### config.mk
export PLATFORM = sky130hd
export DESIGN_NAME = inert_seq_rd
export DESIGN_NICKNAME = d
export VERILOG_FILES = /design/src/rtl/inert_seq_rd.sv
export SDC_FILE = /design/constraint.sdc
export NUM_CORES = 1
export LEC_CHECK = 0
export ABC_AREA = 1
export BUFFER_PORTS_ARGS = -buffer_cell sky130_fd_sc_hd__buf_4
export CAP_MARGIN = 20
export CELL_PAD_IN_SITES_DETAIL_PLACEMENT = 2
export CELL_PAD_IN_SITES_GLOBAL_PLACEMENT = 2
export CORE_MARGIN = 3
export CORE_UTILIZATION = 25
export DETAILED_ROUTE_END_ITERATION = 8
export GPL_TIMING_DRIVEN = 1
export PLACE_DENSITY_LB_ADDON = 0.1
export SLEW_MARGIN = 10
export SYNTH_ARGS = -nofsm -noshare
export SYNTH_HDL_FRONTEND = slang
export SYNTH_SLANG_ARGS = --single-unit
### constraint.sdc
create_clock -name clk -period 3.2 [get_ports clk]
set_input_delay 0.64 -clock clk [delete_from_list [all_inputs] [get_ports clk]]
set_output_delay 0.64 -clock clk [all_outputs]
set_load 0.005 [all_outputs]
### src/rtl/inert_seq_rd.sv
// Inertial-sensor SPI sequencer: wake delay, configuration writes, then
// one read burst of NUM_CH low/high byte pairs per sensor interrupt.
// Latency: INT to first spi_wrt is 3 clk; vld follows the final spi_done by 1 clk.
// Backpressure: one SPI transaction at a time, paced only by spi_done; INT arriving mid-burst raises ovr.
//
// Ports:
//   clk, rst_n     clock, asynchronous active-low reset
//   INT            asynchronous sensor data-ready level
//   spi_done       end-of-transaction pulse from the SPI master
//   spi_rd         read data from the SPI master, low byte used, valid with spi_done
//   spi_wrt        transaction start pulse
//   spi_cmd        command word, non-zero only while a transaction is outstanding
//   data           snapshot of all channels, channel c at [c*16+:16] as {high, low}
//   vld            one-cycle pulse when data is updated
//   rdy            high once configuration is complete
//   ovr            one-cycle pulse when INT rises during a read burst
module inert_seq_rd #(
  parameter int                      NUM_INIT  = 4,
  parameter logic [NUM_INIT*16-1:0]  INIT_CMDS = {16'h1460, 16'h1150, 16'h1053, 16'h0D02},
  parameter int                      NUM_CH    = 2,
  parameter logic [NUM_CH*7-1:0]     RD_ADDRS  = {7'h2C, 7'h22},
  parameter int                      WAKE_BITS = 16
) (
  input  logic                   clk,
  input  logic                   rst_n,
  input  logic                   INT,
  input  logic                   spi_done,
  input  logic [15:0]            spi_rd,
  output logic                   spi_wrt,
  output logic [15:0]            spi_cmd,
  output logic [NUM_CH*16-1:0]   data,
  output logic                   vld,
  output logic                   rdy,
  output logic                   ovr
);

  typedef enum logic [1:0] {S_WAKE, S_INIT, S_WAIT, S_READ} state_t;

  localparam logic [2:0] ILAST = 3'(NUM_INIT - 1);
  localparam logic [3:0] KLAST = 4'(2 * NUM_CH - 1);

  state_t                 state_q;
  logic                   int_s1_q, int_s_q, int_e_q;
  logic [WAKE_BITS-1:0]   wake_q, wake_d;
  logic [2:0]             idx_q;
  logic [3:0]             k_q;
  logic                   busy_q;
  logic [NUM_CH*16-1:0]   shadow_q, shadow_d;
  logic [NUM_CH*16-1:0]   data_q;
  logic                   wrt_q, vld_q, rdy_q, ovr_q;
  logic [15:0]            cmd_q;
  logic                   done_ok, int_rise;
  logic                   unused_rd;

  // Only the low byte of each SPI read carries register data.
  assign unused_rd = ^spi_rd[15:8];

  function automatic logic [15:0] init_cmd(input logic [2:0] i);
    logic [15:0] c;
    c = '0;
    for (int n = 0; n < NUM_INIT; n++)
      if (i == 3'(n)) c = INIT_CMDS[n*16 +: 16];
    return c;
  endfunction

  // Byte k reads channel k/2; odd bytes hit the next (high-byte) register,
  // with the address wrapping inside 7 bits.
  function automatic logic [15:0] rd_cmd(input logic [3:0] k);
    logic [6:0] a;
    a = '0;
    for (int c = 0; c < NUM_CH; c++)
      if (k[3:1] == 3'(c)) a = RD_ADDRS[c*7 +: 7];
    return {1'b1, a + {6'd0, k[0]}, 8'h00};
  endfunction

  // A done with nothing outstanding is stray and ignored.
  assign done_ok  = spi_done & busy_q;
  assign int_rise = int_s_q & ~int_e_q;
  assign wake_d   = wake_q + WAKE_BITS'(1);

  // Shadow with the byte arriving this cycle merged in, so the final byte
  // and the data snapshot can be committed on the same edge.
  always_comb begin
    shadow_d = shadow_q;
    for (int b = 0; b < 2 * NUM_CH; b++)
      if (k_q == 4'(b)) shadow_d[b*8 +: 8] = spi_rd[7:0];
  end

  always_ff @(posedge clk or negedge rst_n) begin
    if (!rst_n) begin
      state_q  <= S_WAKE;
      int_s1_q <= 1'b0;
      int_s_q  <= 1'b0;
      int_e_q  <= 1'b0;
      wake_q   <= '0;
      idx_q    <= '0;
      k_q      <= '0;
      busy_q   <= 1'b0;
      shadow_q <= '0;
      data_q   <= '0;
      wrt_q    <= 1'b0;
      cmd_q    <= '0;
      vld_q    <= 1'b0;
      rdy_q    <= 1'b0;
      ovr_q    <= 1'b0;
    end else begin
      int_s1_q <= INT;
      int_s_q  <= int_s1_q;
      int_e_q  <= int_s_q;
      wrt_q    <= 1'b0;
      vld_q    <= 1'b0;
      ovr_q    <= int_rise && (state_q == S_READ);
      // Retire the current transaction; a same-cycle restart below overrides this.
      if (done_ok) begin
        busy_q <= 1'b0;
        cmd_q  <= '0;
      end
      case (state_q)
        S_WAKE: begin
          wake_q <= wake_d;
          if (&wake_d) begin
            wrt_q   <= 1'b1;
            cmd_q   <= init_cmd(3'd0);
            busy_q  <= 1'b1;
            idx_q   <= '0;
            state_q <= S_INIT;
          end
        end
        S_INIT: begin
          if (done_ok) begin
            if (idx_q < ILAST) begin
              idx_q  <= idx_q + 3'd1;
              wrt_q  <= 1'b1;
              cmd_q  <= init_cmd(idx_q + 3'd1);
              busy_q <= 1'b1;
            end else begin
              rdy_q   <= 1'b1;
              state_q <= S_WAIT;
            end
          end
        end
        S_WAIT: begin
          if (int_s_q) begin
            wrt_q   <= 1'b1;
            cmd_q   <= rd_cmd(4'd0);
            busy_q  <= 1'b1;
            k_q     <= '0;
            state_q <= S_READ;
          end
        end
        S_READ: begin
          if (done_ok) begin
            shadow_q <= shadow_d;
            if (k_q != KLAST) begin
              k_q    <= k_q + 4'd1;
              wrt_q  <= 1'b1;
              cmd_q  <= rd_cmd(k_q + 4'd1);
              busy_q <= 1'b1;
            end else begin
              data_q  <= shadow_d;
              vld_q   <= 1'b1;
              state_q <= S_WAIT;
            end
          end
        end
        default: state_q <= S_WAKE;
      endcase
    end
  end

  assign spi_wrt = wrt_q;
  assign spi_cmd = cmd_q;
  assign data    = data_q;
  assign vld     = vld_q;
  assign rdy     = rdy_q;
  assign ovr     = ovr_q;

endmodule

==> results of run 1 <==
==> final cells by class <==
class	instances	area, sq um
clock inverter	7	110
inverter	65	244
multi-input combinational	370	2150
clock buffer	9	225
sequential	105	2630
tap	265	332
fill	2224	13600
timing repair buffer	70	538
==> power by group <==
group          internal (mW)  switching (mW)
sequential              1.70           0.225
clock                  0.702           0.552
combinational          0.720           0.781
total                   3.13            1.56
==> worst paths after layout <==
kind	start	end	depth (start not counted)
max	wake_q[1]	spi_cmd[14]	14
min in group clk	int_s1_q	int_s_q	0
min	rst_n	vld	1
max in group asynchronous	rst_n	spi_cmd[5]	2
min reg2reg	int_s1_q	int_s_q	0
max reg2reg	wake_q[1]	spi_cmd[14]	14
==> layer usage <==
metal | track usage [%] | routed length, um
met1 | 17.2 | 6590
met2 | 24.6 | 7430
met3 | 2.77 | 441
met4 | 3.16 | 127
met5 | 0 | 0
==> cell usage in the layout (no fill, tap or decap), types with 2 or more instances in the layout <==
master,count
nand2_1,140
o21ai_0,60
a21oi_2,3
buf_4,69
clkbuf_16,9
a21oi_1,3
o21bai_1,2
xnor2_1,4
nor2_2,6
o31ai_1,2
ha_1,11
xor2_1,4
inv_6,3
bufinv_16,2
inv_2,3
inv_1,61
nand3_2,2
a221oi_1,3
mux2_2,48
nand3_1,20
nor2_1,34
nand2_2,5
dfrtp_1,105
nand4_1,10
nor3_1,4
==> worst max-delay path: stages, from the launching register on <==
cell,delay (ns)
dfrtp_1,0.45
ha_1,0.31
nand3_2,0.16
clkinv_1,0.13
nand2_1,0.06
nand2_1,0.08
nand3_1,0.10
nor2_1,0.13
nand2_1,0.11
nor2_4,0.11
nand3_1,0.16
nand2_2,0.22
inv_2,0.12
nand3_1,0.09
inv_1,0.05
==> registers in the layout, indices dropped and copies added, names as in the netlist <==
register  count
data         32
shadow_q     24
spi_cmd      16
wake_q       16
k_q           4
idx_q         3
state_q       2
busy_q        1
int_e_q       1
int_s1_q      1
int_s_q       1
ovr           1
rdy           1
spi_wrt       1
vld           1
==> metrics by stage <==
| step | setup slack, ns | hold slack, ns | util [%] | power, mW |
|---|---|---|---|---|
| 2_1_floorplan | 1.42 | 0.331 | - | 2.78 |
| 3_3_place_gp | 0.924 | 0.334 | 29.8 | 3.42 |
| 3_5_place_dp | 0.829 | 0.338 | 29.8 | 3.51 |
| 4_1_cts | 0.805 | 0.105 | 31.5 | 4.81 |
| 5_1_grt | 0.599 | 0.106 | 31.5 | 5.07 |
| 6_report | 0.832 | 0.112 | 31.5 | 4.68 |
==> cells by family (layout without fill, tap and decap cells) <==
family          after synthesis  in the layout  synth area share, %
fa+ha+maj                    11             11                 2.70
simple gates                224            224                 18.7
flops                       105            105                 51.5
compound gates               79             79                 8.71
mux                          48             48                 10.6
buf+inv                      83            151                 6.45
xor+xnor                      8              8                 1.37
==> metrics.md, run 1 <==
| Metric | Value |
|---|---|
| Post-Route Skew | `between 0.008 and 0.009 ns` |
| Area delta synth->final | `22.1%` |
| Vias per cell | `around 4.5` |
| Req. time, crit path | `approximately 3.5 ns` |
| CORE AREA | `0.0198 sq mm` |
| CTS resizes | `0` |
| Synth top area cells | `dfrtp_1, mux2_2, nand2_1` |
| Run status | `finished, final reports clean` |
| Die height | `approximately 150 um` |
| Hpwl dp | `10.7 mm` |
| Post-CTS setup buffers | `0` |
| Worst Setup Path Type | `reg -> reg` |
| Nets | `approximately 650` |
| Die ar. | `~0.022 sq mm` |
| CP Launch Type | `flip-flop` |
| Max Slew Vio Count | `0` |
| Yosys cell types | `34` |
| Mapped cell area | `between 0.005 and 0.006 sq mm` |
| LEAKAGE | `approximately 3 nW` |
| Maximum buffer depth of the clock tree | `2` |
| Hold WC Path Type | `in -> async` |
| FP Rows | `a little over 50` |
| Slew of the pin with the lowest slew margin | `0.514 ns` |
| Number of I/O port buffers | `between 60 and 70` |
| Aggregate global-route resource usage | `approximately 14%` |
| Overflow after GRT | `0` |
| Most frequent cell after synthesis | `nand2_1` |
| Max Freq | `between 400 and 500 MHz` |
| Maximum VDD drop | `about 0.28 mV` |
| Reg-to-reg setup timing slack | `around 0.83 ns` |
| Final Wtd Congestion | `~0.81` |
| # IOs | `just over 70` |
| Period utilization | `between 70% and 80%` |
| Mapped Avg Cell Area | `9.14 sq um` |
| CTS sink count | `105` |
| Max-Slew Margin vs Limit | `roughly two thirds` |
| Yosys warnings | `0` |
| Initial Utilization | `between 20% and 30%` |
| Setup violators final | `0` |
| First-pass GRT wire length | `roughly 24 mm` |
| CTS root buf | `clkbuf_16` |
| First drt pass iteration count | `4` |
| Design area | `slightly above 0.006 sq mm` |
| DR WL/cell | `16.4 um` |
| Antenna-violating nets left | `0` |
| Top-area cell type share of the netlist area | `about half` |
| Die X | `roughly 150 um` |
| Area leader, netlist | `dfrtp_1` |
| Commonest cells post-synth | `nand2_1, dfrtp_1, inv_1, o21ai_0, mux2_2` |
| Async S/R FF share, synth | `100%` |
| Initial drt markers | `162` |
| Fin cells | `around 890` |
| Max-cap violations | `0` |
| Vias | `approximately 4,000` |
| Prevailing post-synth register cell | `dfrtp_1` |
| Setup_tns | `0 ns` |
| Post-Route WL | `approximately 15 mm` |
| Worst-path fanout max | `6` |
| Residual DRC | `0` |
| Antenna Cells | `0` |
| Hold-fix buffers, CTS | `0` |
| Clock Latency Late Sink | `0.36 ns` |
| Synth Net Count | `589` |
| Post-placement cell area | `roughly 0.0059 sq mm` |
| Dpl cells | `~900` |
| EDFF count, synth | `0` |
| CTS tree | `built` |
| Critical Path Sink Type | `flip-flop` |
| Hold Violations, Final | `0` |
| Share of layout cells above drive strength 1 | `24.9%` |
| H-tree depth | `3` |
| Num CTS Buffers | `9` |
| Worst EP arrival | `roughly 2.6 ns` |
| RSZ-0062 raised after global routing | `no` |
| Largest net degree at the start of global routing | `slightly above 60` |
| Seq cells post-synth | `105` |
| Synth Instances | `558` |
| Power density over the cells | `approximately 750 mW/mm^2` |
| Crit path time final | `2.37 ns` |
| Seq/Total Area, Yosys | `between 50% and 60%` |
| Clock-pin slew on the worst setup and hold paths | `0.08 ns` |
| Vias in the first global route | `4,603` |
| Initial antenna violation count | `0` |
No activity file was read; power rests on OpenSTA's default activity.
==> inputs of run 2 (changes only) <==
--- a/config.mk
+++ b/config.mk
@@ -5,7 +5,7 @@
 export SDC_FILE = /design/constraint.sdc
 export NUM_CORES = 1
 export LEC_CHECK = 0
-export ABC_AREA = 1
+export ABC_AREA = 0
 export BUFFER_PORTS_ARGS = -buffer_cell sky130_fd_sc_hd__buf_4
 export CAP_MARGIN = 20
 export CELL_PAD_IN_SITES_DETAIL_PLACEMENT = 2
==> constraint.sdc (replaced) <==
create_clock -name clk -period 2.41 [get_ports clk]
set_input_delay 0.482 -clock clk [delete_from_list [all_inputs] [get_ports clk]]
set_output_delay 0.482 -clock clk [all_outputs]
set_load 0.005 [all_outputs]
==> run 2 against run 1 <==
  * Sequential cell count stayed put
  * Register-to-register slack got worse by 0.64 ns
  * Largest cell class unchanged
  * Via count fell by 9.1%
  * Setup slack got worse by 0.64 ns
  * Non-clock buffer count is 9 higher
  * Critical path type unchanged
  * Die area is 3.0% lower
  * Sequential power up 28%
  * Fmax grew 6.7%
  * Clock skew is 0.0012 ns higher
  * Power increased by 6.6%
  * Cell count down 12%
  * First-iteration DRC count down 46%
==> metrics.md, run 2 <==
| Metric | Value |
|---|---|
| Run status | `finished, final reports clean` |
| Post-Route WL | `13.6 mm (-6.9%)` |
| Area leader, netlist | `dfrtp_1` |
| Vias | `3,654 (-9.1%)` |
| Max reg flops | `32 (unchanged)` |
| Nets | `553 (-15%)` |
| Initial antenna violation count | `0 (unchanged)` |
| Area delta synth->final | `22.1% (about the same)` |
| Req. time, crit path | `2.64 ns (-0.81 ns)` |
| Worst-path fanout max | `5 (-1)` |
| CTS root buf | `clkbuf_16` |
| Clock Latency Late Sink | `0.35 ns (about the same)` |
| Post-Route Skew | `0.00987 ns (+0.00120 ns)` |
| CTS sink count | `105 (unchanged)` |
| Max Freq | `451 MHz (+6.7%)` |
| Commonest non-fill, non-tap cell in the layout | `dfrtp_1` |
| Die X | `147 um (-1.5%)` |
| First-pass GRT wire length | `22.8 mm (-6.7%)` |
| Overflow after GRT | `0 (unchanged)` |
| Max Slew Vio Count | `0 (unchanged)` |
| Die ar. | `0.0215 sq mm (-3.0%)` |
| Synth Instances | `458 (-18%)` |
| Crit path time final | `2.22 ns (-0.150 ns)` |
| Hold WC Path Type | `in -> async` |
| Number of I/O port buffers | `63 (unchanged)` |
| Max-cap violations | `0 (unchanged)` |
| Yosys cell types | `57 (+68%)` |
| Largest net degree at the start of global routing | `58 (-4.9%)` |
| CORE AREA | `0.0191 sq mm (-3.5%)` |
| Top-area cell type share of the netlist area | `53.2% (+1.7 points)` |
| Period utilization | `92.0% (+18 points)` |
| Post-Synth XOR/XNOR Area | `3.37% (+2.0 points)` |
| Aggregate global-route resource usage | `13.1% (-0.73 points)` |
| Slew of the pin with the lowest slew margin | `0.668 ns (+0.153 ns)` |
| Share of layout cells above drive strength 1 | `24.8% (-0.16 points)` |
| First drt pass iteration count | `4 (unchanged)` |
| Initial drt markers | `87 (-46%)` |
| Hold Violations, Final | `0 (unchanged)` |
| Async S/R FF share, synth | `100% (unchanged)` |
| Post-placement cell area | `0.00576 sq mm (-2.2%)` |
| Prevailing post-synth register cell | `dfrtp_1` |
| Seq cells post-synth | `105 (unchanged)` |
| Yosys warnings | `0 (unchanged)` |
| Die height | `147 um (-1.5%)` |
| Most frequent cell after synthesis | `dfrtp_1` |
| Setup_tns | `0 ns (unchanged)` |
| Antenna-violating nets left | `0 (unchanged)` |
| RSZ-0062 raised after global routing | `no` |
| Final Wtd Congestion | `0.721 (-11%)` |
| Commonest cells after routing, fill and taps aside | `dfrtp_1, nand2_1, buf_4, o21ai_0, mux2i_1` |
| CP Launch Type | `flip-flop` |
| Worst r2r src | `wake_q[1]` |
| DR WL/cell | `17.3 um (+5.7%)` |
| Synth Area in Simple Gates | `15.6% (-3.1 points)` |
| Residual DRC | `0 (unchanged)` |
| Synth top area cells | `dfrtp_1, nand2_1, mux2_2` |
| Initial Utilization | `25.9% (+0.10 points)` |
| Commonest cells post-synth | `dfrtp_1, nand2_1, o21ai_0, mux2i_1, mux2_2` |
| Mapped Avg Cell Area | `10.8 sq um (+18%)` |
| Maximum buffer depth of the clock tree | `2 (unchanged)` |
| Power after layout | `5.00 mW (+6.6%)` |
| Design area | `0.00603 sq mm (-3.1%)` |
| Filler cell count | `2,082 (-6.4%)` |
| Critical Path Sink Type | `flip-flop` |
| EDFF count, synth | `0 (unchanged)` |
| LEAKAGE | `2.79 nW (-6.5%)` |
| Max-Slew Margin vs Limit | `55.5% (-10 points)` |
| Setup violators final | `0 (unchanged)` |
| Mapped cell area | `0.00494 sq mm (-3.2%)` |
| Post-synthesis mux area share | `11.0% (+0.37 points)` |
| Largest family of logic cells by synthesized area | `simple AND/OR/NAND/NOR gates` |
| CTS resizes | `0 (unchanged)` |
| CTS tree | `built` |
| Vias per cell | `4.65 (+3.2%)` |
| Worst EP arrival | `2.45 ns (-0.16 ns)` |
| Post-Synth Adder-Cell Area | `2.79% (+0.088 points)` |
| Reg-to-reg setup timing slack | `0.19 ns (-0.64 ns)` |
| Synth Net Count | `489 (-17%)` |
| Seq/Total Area, Yosys | `53.2% (+1.7 points)` |
| Hpwl dp | `9.98 mm (-6.4%)` |
| Post-CTS setup buffers | `0 (unchanged)` |
| Cells on worst reg2reg path | `6 (-8)` |
| FP Rows | `50 (-2.0%)` |
| Clock-pin slew on the worst setup and hold paths | `0.07 ns (about the same)` |
| Worst Setup Path Type | `reg -> reg` |
| Antenna Cells | `0 (unchanged)` |
| H-tree depth | `3 (unchanged)` |
| Vias in the first global route | `4,105 (-11%)` |
| Num CTS Buffers | `9 (unchanged)` |
| Hold-fix buffers, CTS | `0 (unchanged)` |
| Power density over the cells | `828 mW/mm^2 (+10%)` |
| Worst flop-to-flop path endpoint | `spi_cmd[9]` |
| Compound-gate portion of the synthesized area | `11.2% (+2.5 points)` |
| # IOs | `72 (unchanged)` |
| Maximum VDD drop | `0.337 mV (+20%)` |
run 2: cell types whose count changed in the layout (fill, tap and decap cells not counted), moves of 6 or more:
cell | before | now
inv_1 | 61 | 9
a31oi_1 | 1 | 8
o21ai_0 | 60 | 30
mux2i_1 | 0 | 26
nand2_1 | 140 | 80
xnor2_1 | 4 | 11
o21ai_1 | 0 | 6
a21oi_1 | 3 | 9
nand3_1 | 20 | 6
nor2_2 | 6 | 0
nor3_1 | 4 | 10
nor2_1 | 34 | 18
mux2_2 | 48 | 25
buf_4 | 69 | 77
run 2: through the flow:
stage	cells	util, %	hold WS, ns	worst slack [ns]
global placement	771	30.2	0.396	0.210
CTS	785	31.6	0.189	0.148
finish	785	31.6	0.160	0.192
detailed placement	771	30.2	0.392	0.158
floorplan	458	-	0.186	0.370
global route	785	31.6	0.209	0.0897
run 2: worst max-delay path, stage by stage, from the launching register on:
cell	delay [ns]
dfrtp_1	0.43
ha_1	0.23
xnor2_1	0.15
or4b_4	0.54
nor3b_4	0.30
and4_1	0.36
o21ai_1	0.10
run 2: metal layers:
metal  vias up  GRT usage, %  wire, um
li1       1727             -         -
met1      1873          16.3      6140
met2        44          23.1      6930
met3        10          2.98       389
met4         0          3.06       117
met5         -             0         0
run 2: layout make-up:
class / count / area [sq um] / area share, %
Inverter: 10 / 37.5 / 0.622
Clock buffer: 9 / 225 / 3.73
Multi-Input combinational cell: 317 / 2170 / 35.9
Timing Repair Buffer: 79 / 609 / 10.1
Clock inverter: 5 / 42.5 / 0.705
Sequential cell: 105 / 2630 / 43.6
Tap cell: 260 / 325 / 5.39
run 2: worst max path at each step:
stage                     startpoint           to  depth (start not counted)
final                      wake_q[1]   spi_cmd[9]                          6
after global routing       wake_q[1]   spi_cmd[9]                          6
after CTS                     k_q[0]     data[31]                          7
after detailed placement    spi_done     data[31]                          7
after global placement        k_q[0]     data[25]                          7
after floorplan            wake_q[1]  spi_cmd[14]                          6
run 2: where the power goes:
part | internal (mW) | leakage, nW | switching [mW]
Sequential | 2.18 | 1.37 | 0.287
Clock | 0.702 | 0.128 | 0.691
Combinational | 0.613 | 1.29 | 0.521
Total | 3.50 | 2.79 | 1.50
run 2: logic make-up (layout without fill, tap and decap cells):
logic type / Yosys count / in the layout
buf+inv: 36 / 103
compound gates: 81 / 81
fa+ha+maj: 11 / 11
flops: 105 / 105
xor+xnor: 19 / 19
simple gates: 155 / 155
mux: 51 / 51
==> inputs of run 3 (changes only) <==
--- a/config.mk
+++ b/config.mk
@@ -12,9 +12,10 @@
 export CELL_PAD_IN_SITES_GLOBAL_PLACEMENT = 2
 export CORE_MARGIN = 3
 export CORE_UTILIZATION = 25
+export CTS_CLUSTER_SIZE = 14
 export DETAILED_ROUTE_END_ITERATION = 8
 export GPL_TIMING_DRIVEN = 1
-export PLACE_DENSITY_LB_ADDON = 0.1
+export PLACE_DENSITY_LB_ADDON = 0.12
 export SLEW_MARGIN = 10
 export SYNTH_ARGS = -nofsm -noshare
 export SYNTH_HDL_FRONTEND = slang
==> run 3 against run 2 <==
  * First-iteration DRC count increased by 23%
  * Sequential share of layout area decreased by 0.15 points
  * Via count increased by 0.47%
  * Register-to-register slack about the same
  * Hold slack got worse by 0.056 ns
  * Fmax decreased by 0.57%
  * Sequential cell count unchanged
  * Core utilization increased by 0.11 points
  * Critical path depth unchanged
  * Die area unchanged
  * Critical path type unchanged
  * Critical endpoint is now spi_cmd[2]
==> metrics.md, run 3 (same netlist as run 2, synthesis figures left out) <==
| Metric | Value |
|---|---|
| Minimum hold slack | `0.104 ns (-0.0562 ns)` |
| Fin cells | `788 (+0.38%)` |
| RSZ-0062 raised after global routing | `no` |
| First drt pass iteration count | `4 (unchanged)` |
| Slew of the pin with the lowest slew margin | `0.543 ns (-0.125 ns)` |
| Nets | `554 (+0.18%)` |
| Post-Route Skew | `0.00989 ns (+0.0000151 ns)` |
| First-pass GRT wire length | `22.3 mm (-2.1%)` |
| Max-cap violations | `0 (unchanged)` |
| Post-placement cell area | `0.00575 sq mm (-0.22%)` |
| Initial Utilization | `25.9% (unchanged)` |
| Initial antenna violation count | `0 (unchanged)` |
| Aggregate global-route resource usage | `12.9% (-0.22 points)` |
| Worst EP arrival | `2.47 ns (+0.02 ns)` |
| Critical Path Sink Type | `flip-flop` |
| Die ar. | `0.0215 sq mm (unchanged)` |
| Worst Setup Path Type | `reg -> reg` |
| Share of layout cells above drive strength 1 | `25.4% (+0.62 points)` |
| Num CTS Buffers | `9 (unchanged)` |
| Overflow after GRT | `0 (unchanged)` |
| Power after layout | `5.05 mW (+1.1%)` |
| Run status | `finished, final reports clean` |
| Crit path time final | `2.23 ns (+0.0127 ns)` |
| CTS tree | `built` |
| LEAKAGE | `2.80 nW (+0.19%)` |
| CORE AREA | `0.0191 sq mm (unchanged)` |
| FP Rows | `50 (unchanged)` |
| Initial drt markers | `107 (+23%)` |
| Commonest non-fill, non-tap cell in the layout | `dfrtp_1` |
| Hold Violations, Final | `0 (unchanged)` |
| Vias | `3,671 (+0.47%)` |
| CTS root buf | `clkbuf_16` |
| Antenna Cells | `0 (unchanged)` |
| Power density over the cells | `834 mW/mm^2 (+0.71%)` |
| Period utilization | `92.6% (+0.53 points)` |
| H-tree depth | `3 (unchanged)` |
| Setup_tns | `0 ns (unchanged)` |
| Max-Slew Margin vs Limit | `63.8% (+8.3 points)` |
| Vias per cell | `4.66 (about the same)` |
| Hold WC Path Type | `in -> async` |
| Post-Route WL | `13.3 mm (-1.9%)` |
| Maximum buffer depth of the clock tree | `2 (unchanged)` |
| CP Launch Type | `flip-flop` |
| Number of I/O port buffers | `63 (unchanged)` |
| Commonest cells after routing, fill and taps aside | `dfrtp_1, nand2_1, buf_4, o21ai_0, mux2i_1` |
| Largest net degree at the start of global routing | `58 (unchanged)` |
| Req. time, crit path | `2.65 ns (about the same)` |
| Die X | `147 um (unchanged)` |
| # IOs | `72 (unchanged)` |
| Design area | `0.00605 sq mm (+0.35%)` |
| Final Wtd Congestion | `0.751 (+4.2%)` |
| Area delta synth->final | `22.6%` |
| Antenna-violating nets left | `0 (unchanged)` |
| DR WL/cell | `16.9 um (-2.2%)` |
| Filler cell count | `2,123 (+2.0%)` |
| Max reg flops | `32 (unchanged)` |
| Residual DRC | `0 (unchanged)` |
| Worst-path fanout max | `8 (+3)` |
| Hold-fix buffers, CTS | `0 (unchanged)` |
| Setup violators final | `0 (unchanged)` |
| Maximum VDD drop | `0.356 mV (+5.7%)` |
| Vias in the first global route | `3,969 (-3.3%)` |
| Max Slew Vio Count | `0 (unchanged)` |
| Die height | `147 um (unchanged)` |
| Hpwl dp | `9.85 mm (-1.3%)` |
| Dpl cells | `771 (unchanged)` |
| Max Freq | `448 MHz (-0.57%)` |
| CTS sink count | `105 (unchanged)` |
| Clock-pin slew on the worst setup and hold paths | `0.07 ns (about the same)` |
| Clock Latency Late Sink | `0.35 ns (about the same)` |
## run 3: cell types whose count changed in the layout (fill, tap and decap cells not counted), sizes merged
cell / change
clkinvlp: +1
clkbuf: +2
inv: +1
clkinv: -2
buf: +1
## run 3: final timing paths
check | slack [ns] | from | depth (start not counted) | end
max in group asynchronous | 1.62 | rst_n | 2 | spi_cmd[15]
max | 0.18 | wake_q[1] | 6 | spi_cmd[2]
min reg2reg | 0.40 | int_e_q | 1 | ovr
min in group clk | 0.23 | INT | 1 | int_s1_q
max reg2reg | 0.18 | wake_q[1] | 6 | spi_cmd[2]
min | 0.10 | rst_n | 1 | shadow_q[3]
## run 3: per-layer routing
layer	GRT usage, %	part of all wire, %
met5	0	0
met1	15.9	45
met3	3.26	3.7
met2	22.3	50
met4	3.57	1.5
## run 3: cell type report
cell class / instances / area, sq um / area share [%]
Sequential cell: 105 / 2630 / 43.4
Multi-Input combinational cell: 317 / 2170 / 35.8
Timing Repair Buffer: 80 / 604 / 9.98
Tap cell: 260 / 325 / 5.37
Clock buffer: 11 / 243 / 4.01
Clock inverter: 5 / 45.0 / 0.744
Inverter: 10 / 41.3 / 0.682
## run 3: worst max-delay path: stages, from the launching register on
cell and delay, ns:
dfrtp_1 0.43, ha_2 0.23, xnor2_1 0.15, or4b_4 0.54
nor3b_4 0.30, a31oi_4 0.21, o211a_1 0.25
## run 3: stage by stage
stage	util, %	setup slack [ns]
global placement	30.1	0.170
floorplan	-	0.370
detailed placement	30.1	0.0922
global route	31.7	0.0362
CTS	31.6	0.0864
finish	31.7	0.179
## run 3: what timing repair did
action                                  4_1_cts  5_1_grt
endpoints found under the hold margin         0        0
setup buffers                                 0        1
resized for setup                             0        3
endpoints found under the setup margin        0       14
## run 3: power by group
group / internal [mW] / switching (mW)
Clock: 0.748 / 0.700
Combinational: 0.611 / 0.528
Sequential: 2.18 / 0.281
Total: 3.54 / 1.51
